--- src/rtl/uart_cmd_rx_if.sv ---
`timescale 1ns/1ps
// -----------------------------------------------------------------------------
// uart_cmd_rx_if
// Output bundle of the UART command receiver: received bytes, error strobes and
// the decoded control strobes and levels for the capture and SCCB paths.
//   byte_data  [7:0] last correctly framed byte
//   byte_valid       1-cycle pulse when byte_data updates
//   frame_err        1-cycle pulse when a stop bit is sampled low
//   take_pic         1-cycle pulse, capture command
//   hdr_en           level, HDR enable
//   conf_addr  [7:0] SCCB register address
//   conf_data  [7:0] SCCB register data
//   sccb_start       1-cycle pulse, conf_addr/conf_data valid
//   cmd_err          1-cycle pulse on packet rejection
//   busy_led         high while a packet is being assembled
// master: the receiver driving the bundle.  slave: any consumer.
// -----------------------------------------------------------------------------
interface uart_cmd_rx_if;
  logic [7:0] byte_data;
  logic       byte_valid;
  logic       frame_err;
  logic       take_pic;
  logic       hdr_en;
  logic [7:0] conf_addr;
  logic [7:0] conf_data;
  logic       sccb_start;
  logic       cmd_err;
  logic       busy_led;

  modport master (
    output byte_data, byte_valid, frame_err, take_pic, hdr_en,
           conf_addr, conf_data, sccb_start, cmd_err, busy_led
  );

  modport slave (
    input  byte_data, byte_valid, frame_err, take_pic, hdr_en,
           conf_addr, conf_data, sccb_start, cmd_err, busy_led
  );
endinterface

--- src/rtl/uart_cmd_rx.sv ---
`timescale 1ns/1ps
// -----------------------------------------------------------------------------
// uart_cmd_rx
// 8N1 UART receiver plus 5-byte command packet decoder
// (0xA5, CMD, ADDR, DATA, CHK with CHK = CMD ^ ADDR ^ DATA).
// Ports:
//   clk     system clock
//   rst_n   asynchronous active-low reset
//   RX      serial input, idle high, asynchronous to clk
//   cmd_if  uart_cmd_rx_if.master, received bytes and decoded commands
// Parameters:
//   CLKS_PER_BIT  clk cycles per UART bit
//   TIMEOUT_CLKS  idle cycles allowed between packet bytes before resync
// -----------------------------------------------------------------------------
module uart_cmd_rx #(
  parameter int CLKS_PER_BIT = 1154,
  parameter int TIMEOUT_CLKS = 23080
) (
  input  logic           clk,
  input  logic           rst_n,
  input  logic           RX,
  uart_cmd_rx_if.master  cmd_if
);

  localparam int CNT_MAX  = (CLKS_PER_BIT > TIMEOUT_CLKS) ? CLKS_PER_BIT : TIMEOUT_CLKS;
  localparam int CNT_W    = $clog2(CNT_MAX + 1);
  localparam int HALF_BIT = CLKS_PER_BIT / 2;

  typedef enum logic [2:0] {R_IDLE, R_START, R_DATA, R_STOP, R_BREAK} rx_state_t;
  typedef enum logic [2:0] {P_SYNC, P_CMD, P_ADDR, P_DATA, P_CHK} parse_state_t;

  // ---------------- RX synchroniser ----------------
  logic rx_meta_reg;
  logic rx_s_reg;

  always_ff @(posedge clk or negedge rst_n) begin
    if (!rst_n) begin
      rx_meta_reg <= 1'b1;
      rx_s_reg    <= 1'b1;
    end else begin
      rx_meta_reg <= RX;
      rx_s_reg    <= rx_meta_reg;
    end
  end

  // ---------------- Receiver FSM ----------------
  rx_state_t        rx_state_reg;
  logic [CNT_W-1:0] baud_cnt_reg;
  logic [2:0]       bit_cnt_reg;
  logic [7:0]       shift_reg;
  logic [7:0]       byte_data_reg;
  logic             byte_valid_reg;
  logic             frame_err_reg;

  logic baud_done;
  logic half_done;
  logic frame_evt;

  assign baud_done = (baud_cnt_reg == CNT_W'(CLKS_PER_BIT - 1));
  assign half_done = (baud_cnt_reg == CNT_W'(HALF_BIT - 1));
  // Bad stop bit seen this cycle; lets the parser raise cmd_err on the same
  // edge that raises frame_err, so both pulses line up.
  assign frame_evt = (rx_state_reg == R_STOP) && baud_done && !rx_s_reg;

  always_ff @(posedge clk or negedge rst_n) begin
    if (!rst_n) begin
      rx_state_reg   <= R_IDLE;
      baud_cnt_reg   <= '0;
      bit_cnt_reg    <= '0;
      shift_reg      <= '0;
      byte_data_reg  <= '0;
      byte_valid_reg <= 1'b0;
      frame_err_reg  <= 1'b0;
    end else begin
      byte_valid_reg <= 1'b0;
      frame_err_reg  <= 1'b0;
      case (rx_state_reg)
        R_IDLE: begin
          baud_cnt_reg <= '0;
          if (!rx_s_reg) rx_state_reg <= R_START;
        end
        R_START: begin
          if (half_done) begin
            // Re-check mid start bit; a high here was a glitch.
            baud_cnt_reg <= '0;
            bit_cnt_reg  <= '0;
            rx_state_reg <= rx_s_reg ? R_IDLE : R_DATA;
          end else begin
            baud_cnt_reg <= baud_cnt_reg + CNT_W'(1);
          end
        end
        R_DATA: begin
          if (baud_done) begin
            baud_cnt_reg <= '0;
            shift_reg    <= {rx_s_reg, shift_reg[7:1]};
            bit_cnt_reg  <= bit_cnt_reg + 3'd1;
            if (bit_cnt_reg == 3'd7) rx_state_reg <= R_STOP;
          end else begin
            baud_cnt_reg <= baud_cnt_reg + CNT_W'(1);
          end
        end
        R_STOP: begin
          if (baud_done) begin
            baud_cnt_reg <= '0;
            if (rx_s_reg) begin
              byte_data_reg  <= shift_reg;
              byte_valid_reg <= 1'b1;
              rx_state_reg   <= R_IDLE;
            end else begin
              frame_err_reg  <= 1'b1;
              rx_state_reg   <= R_BREAK;
            end
          end else begin
            baud_cnt_reg <= baud_cnt_reg + CNT_W'(1);
          end
        end
        R_BREAK: begin
          // Hold off until the line returns high so a long break is not
          // mistaken for a stream of start bits.
          if (rx_s_reg) rx_state_reg <= R_IDLE;
        end
        default: rx_state_reg <= R_IDLE;
      endcase
    end
  end

  // ---------------- Packet parser FSM ----------------
  parse_state_t     p_state_reg;
  logic [7:0]       cmd_reg;
  logic [7:0]       addr_reg;
  logic [7:0]       data_reg;
  logic [CNT_W-1:0] tout_cnt_reg;
  logic             take_pic_reg;
  logic             hdr_en_reg;
  logic [7:0]       conf_addr_reg;
  logic [7:0]       conf_data_reg;
  logic             sccb_start_reg;
  logic             cmd_err_reg;

  logic in_packet;
  logic tout_hit;

  assign in_packet = (p_state_reg != P_SYNC);
  assign tout_hit  = in_packet && !byte_valid_reg &&
                     (tout_cnt_reg == CNT_W'(TIMEOUT_CLKS - 1));

  always_ff @(posedge clk or negedge rst_n) begin
    if (!rst_n) begin
      p_state_reg    <= P_SYNC;
      cmd_reg        <= '0;
      addr_reg       <= '0;
      data_reg       <= '0;
      tout_cnt_reg   <= '0;
      take_pic_reg   <= 1'b0;
      hdr_en_reg     <= 1'b0;
      conf_addr_reg  <= '0;
      conf_data_reg  <= '0;
      sccb_start_reg <= 1'b0;
      cmd_err_reg    <= 1'b0;
    end else begin
      take_pic_reg   <= 1'b0;
      sccb_start_reg <= 1'b0;
      cmd_err_reg    <= 1'b0;

      if (!in_packet || byte_valid_reg) tout_cnt_reg <= '0;
      else                              tout_cnt_reg <= tout_cnt_reg + CNT_W'(1);

      if (in_packet && frame_evt) begin
        p_state_reg <= P_SYNC;
        cmd_err_reg <= 1'b1;
      end else if (tout_hit) begin
        p_state_reg <= P_SYNC;
        cmd_err_reg <= 1'b1;
      end else if (byte_valid_reg) begin
        case (p_state_reg)
          P_SYNC: if (byte_data_reg == 8'hA5) p_state_reg <= P_CMD;
          P_CMD: begin
            cmd_reg     <= byte_data_reg;
            p_state_reg <= P_ADDR;
          end
          P_ADDR: begin
            addr_reg    <= byte_data_reg;
            p_state_reg <= P_DATA;
          end
          P_DATA: begin
            data_reg    <= byte_data_reg;
            p_state_reg <= P_CHK;
          end
          P_CHK: begin
            p_state_reg <= P_SYNC;
            if (byte_data_reg == (cmd_reg ^ addr_reg ^ data_reg)) begin
              // Single case on CMD keeps take_pic and sccb_start exclusive.
              case (cmd_reg)
                8'h01: take_pic_reg <= 1'b1;
                8'h02: hdr_en_reg   <= data_reg[0];
                8'h03: begin
                  conf_addr_reg  <= addr_reg;
                  conf_data_reg  <= data_reg;
                  sccb_start_reg <= 1'b1;
                end
                default: cmd_err_reg <= 1'b1;
              endcase
            end else begin
              cmd_err_reg <= 1'b1;
            end
          end
          default: p_state_reg <= P_SYNC;
        endcase
      end
    end
  end

  assign cmd_if.byte_data  = byte_data_reg;
  assign cmd_if.byte_valid = byte_valid_reg;
  assign cmd_if.frame_err  = frame_err_reg;
  assign cmd_if.take_pic   = take_pic_reg;
  assign cmd_if.hdr_en     = hdr_en_reg;
  assign cmd_if.conf_addr  = conf_addr_reg;
  assign cmd_if.conf_data  = conf_data_reg;
  assign cmd_if.sccb_start = sccb_start_reg;
  assign cmd_if.cmd_err    = cmd_err_reg;
  assign cmd_if.busy_led   = in_packet;

endmodule

--- src/flat_wrapper.sv ---
// flat-port wrapper written by rule: the top's interface ports become plain ports
module uart_cmd_rx_flat 
#(
  parameter int CLKS_PER_BIT = 1154,
  parameter int TIMEOUT_CLKS = 23080
)
  (clk, rst_n, RX, cmd_if_byte_data, cmd_if_byte_valid, cmd_if_frame_err, cmd_if_take_pic, cmd_if_hdr_en, cmd_if_conf_addr, cmd_if_conf_data, cmd_if_sccb_start, cmd_if_cmd_err, cmd_if_busy_led);
  uart_cmd_rx_if cmd_if_i ();
  input  logic clk;
  input  logic rst_n;
  input  logic RX;
  output wire logic [$bits(cmd_if_i.byte_data)-1:0] cmd_if_byte_data;
  output wire logic [$bits(cmd_if_i.byte_valid)-1:0] cmd_if_byte_valid;
  output wire logic [$bits(cmd_if_i.frame_err)-1:0] cmd_if_frame_err;
  output wire logic [$bits(cmd_if_i.take_pic)-1:0] cmd_if_take_pic;
  output wire logic [$bits(cmd_if_i.hdr_en)-1:0] cmd_if_hdr_en;
  output wire logic [$bits(cmd_if_i.conf_addr)-1:0] cmd_if_conf_addr;
  output wire logic [$bits(cmd_if_i.conf_data)-1:0] cmd_if_conf_data;
  output wire logic [$bits(cmd_if_i.sccb_start)-1:0] cmd_if_sccb_start;
  output wire logic [$bits(cmd_if_i.cmd_err)-1:0] cmd_if_cmd_err;
  output wire logic [$bits(cmd_if_i.busy_led)-1:0] cmd_if_busy_led;
  assign cmd_if_byte_data = cmd_if_i.byte_data;
  assign cmd_if_byte_valid = cmd_if_i.byte_valid;
  assign cmd_if_frame_err = cmd_if_i.frame_err;
  assign cmd_if_take_pic = cmd_if_i.take_pic;
  assign cmd_if_hdr_en = cmd_if_i.hdr_en;
  assign cmd_if_conf_addr = cmd_if_i.conf_addr;
  assign cmd_if_conf_data = cmd_if_i.conf_data;
  assign cmd_if_sccb_start = cmd_if_i.sccb_start;
  assign cmd_if_cmd_err = cmd_if_i.cmd_err;
  assign cmd_if_busy_led = cmd_if_i.busy_led;
  uart_cmd_rx #(.CLKS_PER_BIT(CLKS_PER_BIT), .TIMEOUT_CLKS(TIMEOUT_CLKS)) u_core (.clk(clk), .rst_n(rst_n), .RX(RX), .cmd_if(cmd_if_i));
endmodule
--- config.mk ---
export PLATFORM = sky130hd
export DESIGN_NAME = uart_cmd_rx_flat
export DESIGN_NICKNAME = d
export VERILOG_FILES = /design/src/rtl/uart_cmd_rx_if.sv /design/src/rtl/uart_cmd_rx.sv /design/src/flat_wrapper.sv
export SDC_FILE = /design/constraint.sdc
export NUM_CORES = 1
export LEC_CHECK = 0
export ABC_AREA = 1
export BUFFER_PORTS_ARGS = -buffer_cell sky130_fd_sc_hd__buf_2
export CAP_MARGIN = 20
export CORE_ASPECT_RATIO = 1.2
export CORE_MARGIN = 4
export CORE_UTILIZATION = 33
export CTS_CLUSTER_DIAMETER = 200
export CTS_CLUSTER_SIZE = 16
export DETAILED_ROUTE_END_ITERATION = 10
export PLACE_DENSITY_LB_ADDON = 0.25
export SETUP_SLACK_MARGIN = 0.5
export SLEW_MARGIN = 20
export SYNTH_ARGS = -nofsm -noshare
export SYNTH_HDL_FRONTEND = slang
export SYNTH_SLANG_ARGS = --single-unit
export TNS_END_PERCENT = 100
--- constraint.sdc ---
create_clock -name clk -period 4.4 [get_ports clk]
set_clock_uncertainty 0.1 [all_clocks]
set_input_delay 0 -clock clk [delete_from_list [all_inputs] [get_ports clk]]
set_output_delay 0 -clock clk [all_outputs]
set_load 0.02 [all_outputs]
==> metrics.cfg <==
[synthesis]
synth-async-reset-ratio_pct=100
synth-edff-count=0
synth.net_count=675
synth.yosys.seq_area_share_pct=49.4
syn_avg_cell_area_um2=7.83
yosys_register_bits=103
synth-main-ff-cell=sky130_fd_sc_hd__dfrtp_1
netlist_top_cells_area=sky130_fd_sc_hd__dfrtp_1 48%, sky130_fd_sc_hd__nand2_1 16%, sky130_fd_sc_hd__inv_1 5.2%
yosysWarningCount=0
postSynthCellCount=666
netlist.area_leader.share_pct=48.4
post-synth-top-area-cell=sky130_fd_sc_hd__dfrtp_1
synthDistinctLibCells=39
syn_area_mm2=0.00522

[setup_path]
path_class=flop to flop
critical_path.reg2reg.startpoint=u_core.p_state_reg[1]
required_ns=4.56
crit_arrival_ns=2.50
critical_path.startpoint=u_core.p_state_reg[1]
timing.critical_path.fanout_max=16
worstSetupStartpointType=flop
end_kind=flop

[worst_hold_path]
worst_hold_path_type=primary input to asynchronous set/reset pin

[status]
status=finished clean

[final_layout]
final_layout_size_suffix_gt1_share_pct=11.0
antenna_cells_inserted=0
fin_area_mm2=0.00588
instances_no_fill=914
fillcell_total=1596
layout.nets=711
layout-area-overhead-vs-synth_pct=12.6

[die]
start_util_pct=33.5
floorplan.die_area_mm2=0.0179
rows=50
fp.coreArea_mm2=0.0156
floorplan.io_pins=34
die_h_um=146
chipWidth_um=123

[global_route]
antenna_found_initial=0
maximum_number_of_pins_on_one_net_before_global_route_repair=56
grt.total_usage_pct=13.7
grt_overflow=0
global_route_wire_length_before_repair_um=19800
grt_pass1_vias=4139

[placed_design]
placed_cells_incl_taps=897
dp.final_hpwl_um=8450
place.gp.congestion=0.886
post_detailed_placement_cell_area_mm2=0.00558
buffers_added_on_ports=33
post-place-ws_ns=2.10

[power_and_ir_drop]
p_leak_nw=2.86
sw_frac_of_total_pct=21.6
power_per_cell_area_mw_per_mm2=293
comb_power_share_pct=1.3
p_clk_share_pct=43.5
cellInternalPower_mw=1.35
peak_supply_drop_mv=0.126
sequential_power_share_pct=55.2
p_sw_mw=0.371

[drt]
wirelength_met1_um=5290
post_drt_via_cell_ratio=4.72
num_vias=4317
met3_wirelength_um=499
drt-initial-drc-count=269
wl_per_cell_um=12.7
maxUsedRoutingLayer=met4
drc=0
drtAntennaViolNets=0
dr_wl_met2_um=5460
drt_wl_total_um=11600
firstDrtPassIters=5

[cts]
worst_setup_hold_path_clk_slew_ns=0.07
cts_tree=built
maximum_level_of_the_cts_h_tree=3
clock_sinks=103
cts_made_buffers=9
clk_latency_ns=0.35
post-cts-setup-buffers=0
clock_tree.buffer_depth=2
clock_tree.root_cell=sky130_fd_sc_hd__clkbuf_16

[timing]
finalHoldViolCount=0
fmax_mhz=427
tns_ns=0
final-setup-viol-count=0
drv_slew=0
final_min_period_over_clock_period_pct=53.2
setup_ws_ns=2.06
worst-slew-pin-transition_ns=0.693
maxSlewHeadroom_pct=53.5
period_needed_ns=2.34
grt_setup_unrepaired=no

[flow_run]
max_cap_viol_count=0

[worst max-delay path, cell delays in order, from the launching register on]
cell and delay (ns):
sky130_fd_sc_hd__dfrtp_1 0.50, sky130_fd_sc_hd__nor3_2 0.13, sky130_fd_sc_hd__nor2_1 0.55, sky130_fd_sc_hd__nand3_1 0.25, sky130_fd_sc_hd__nand3_1 0.50, sky130_fd_sc_hd__nand2_1 0.12, sky130_fd_sc_hd__o21ai_1 0.11
[cell usage in the layout, fill, tap and decap left out, types with 11 or more instances in the layout]
| master | instances |
|---|---|
| sky130_fd_sc_hd__o21ai_0 | 40 |
| sky130_fd_sc_hd__nand4_1 | 12 |
| sky130_fd_sc_hd__dfrtp_1 | 101 |
| sky130_fd_sc_hd__nor3_1 | 13 |
| sky130_fd_sc_hd__nand2_1 | 219 |
| sky130_fd_sc_hd__buf_2 | 32 |
| sky130_fd_sc_hd__nand3_1 | 41 |
| sky130_fd_sc_hd__xor2_1 | 11 |
| sky130_fd_sc_hd__nor2_1 | 49 |
| sky130_fd_sc_hd__o21ai_1 | 20 |
| sky130_fd_sc_hd__inv_1 | 72 |
[per-stage QoR]
stage | hold slack (ns) | power (mW) | util, %
5_1_grt | 0.193 | 1.79 | 37.7
6_report | 0.119 | 1.72 | 37.7
2_1_floorplan | -0.396 | 0.968 | -
4_1_cts | 0.143 | 1.75 | 37.7
3_3_place_gp | -0.0229 | 0.990 | 35.8
3_5_place_dp | -0.0207 | 0.990 | 35.8
[cell type report]
cell class | count | area (um2) | share of cell area [%]
sequential | 103 | 2580 | 43.9
clock inverter | 4 | 32.5 | 0.554
inverter | 82 | 308 | 5.24
clock buffer | 11 | 243 | 4.13
tap | 208 | 260 | 4.43
multi-input combinational | 470 | 2260 | 38.4
timing repair buffer | 36 | 195 | 3.32
[kinds of logic after synthesis]
| logic type | share of synthesized area, % |
|---|---|
| adders and majority gates | 1.44 |
| and+or+nand+nor | 30.1 |
| xor gates and xnor gates | 2.85 |
| DFF | 49.4 |
| AOI/OAI and AO/OA | 8.83 |
| buffers and inverters | 7.29 |
[worst paths after layout]
kind                       slack, ns                      end  cells after the start
hold reg to reg                 0.26          u_core.rx_s_reg                      0
setup reg to reg                2.06        u_core.cmd_reg[7]                      6
min in group clk                0.19       u_core.rx_meta_reg                      2
max in group asynchronous       2.91  u_core.tout_cnt_reg[10]                      3
setup / recovery                2.06        u_core.cmd_reg[7]                      6
hold / removal                  0.12      u_core.shift_reg[4]                      2
[power by group through the flow]
stage | combinational (mW) | clock [mW] | sequential, mW
after CTS | 0.0241 | 0.780 | 0.949
after floorplan | 0.000784 | 0 | 0.967
final | 0.0223 | 0.749 | 0.949
after global routing | 0.0270 | 0.812 | 0.948
after global placement | 0.0225 | 0 | 0.967
after detailed placement | 0.0226 | 0 | 0.967
[Yosys cell counts (2+ instances only)]
cell type / number
sky130_fd_sc_hd__a21oi_1: 9
sky130_fd_sc_hd__buf_2: 4
sky130_fd_sc_hd__buf_6: 3
sky130_fd_sc_hd__clkbuf_1: 3
sky130_fd_sc_hd__dfrtp_1: 101
sky130_fd_sc_hd__dfstp_2: 2
sky130_fd_sc_hd__ha_1: 6
sky130_fd_sc_hd__inv_1: 72
sky130_fd_sc_hd__inv_2: 10
sky130_fd_sc_hd__nand2_1: 219
sky130_fd_sc_hd__nand2_2: 2
sky130_fd_sc_hd__nand3_1: 41
sky130_fd_sc_hd__nand3b_1: 2
sky130_fd_sc_hd__nand4_1: 12
sky130_fd_sc_hd__nand4_2: 2
sky130_fd_sc_hd__nor2_1: 49
sky130_fd_sc_hd__nor2_2: 4
sky130_fd_sc_hd__nor2_4: 2
sky130_fd_sc_hd__nor3_1: 13
sky130_fd_sc_hd__nor3_2: 3
sky130_fd_sc_hd__nor4_1: 8
sky130_fd_sc_hd__o211ai_1: 4
sky130_fd_sc_hd__o21ai_0: 40
sky130_fd_sc_hd__o21ai_1: 20
sky130_fd_sc_hd__o21bai_1: 3
sky130_fd_sc_hd__o221ai_1: 2
sky130_fd_sc_hd__or2_2: 3
sky130_fd_sc_hd__xnor2_1: 6
sky130_fd_sc_hd__xor2_1: 11
[metal layers]
layer / up-vias / global-route usage (%)
met5: - / 0
met4: 0 / 6.89
met1: 1993 / 17.6
met3: 24 / 2.41
li1: 2213 / -
met2: 87 / 21.9
[what timing repair did]
item / in CTS / in global routing
hold buffers: 2 / 0
setup endpoints to repair: 0 / 0
resized for setup: 0 / 0
hold endpoints to repair: 49 / 0
Power figures use the tool's default switching activity.
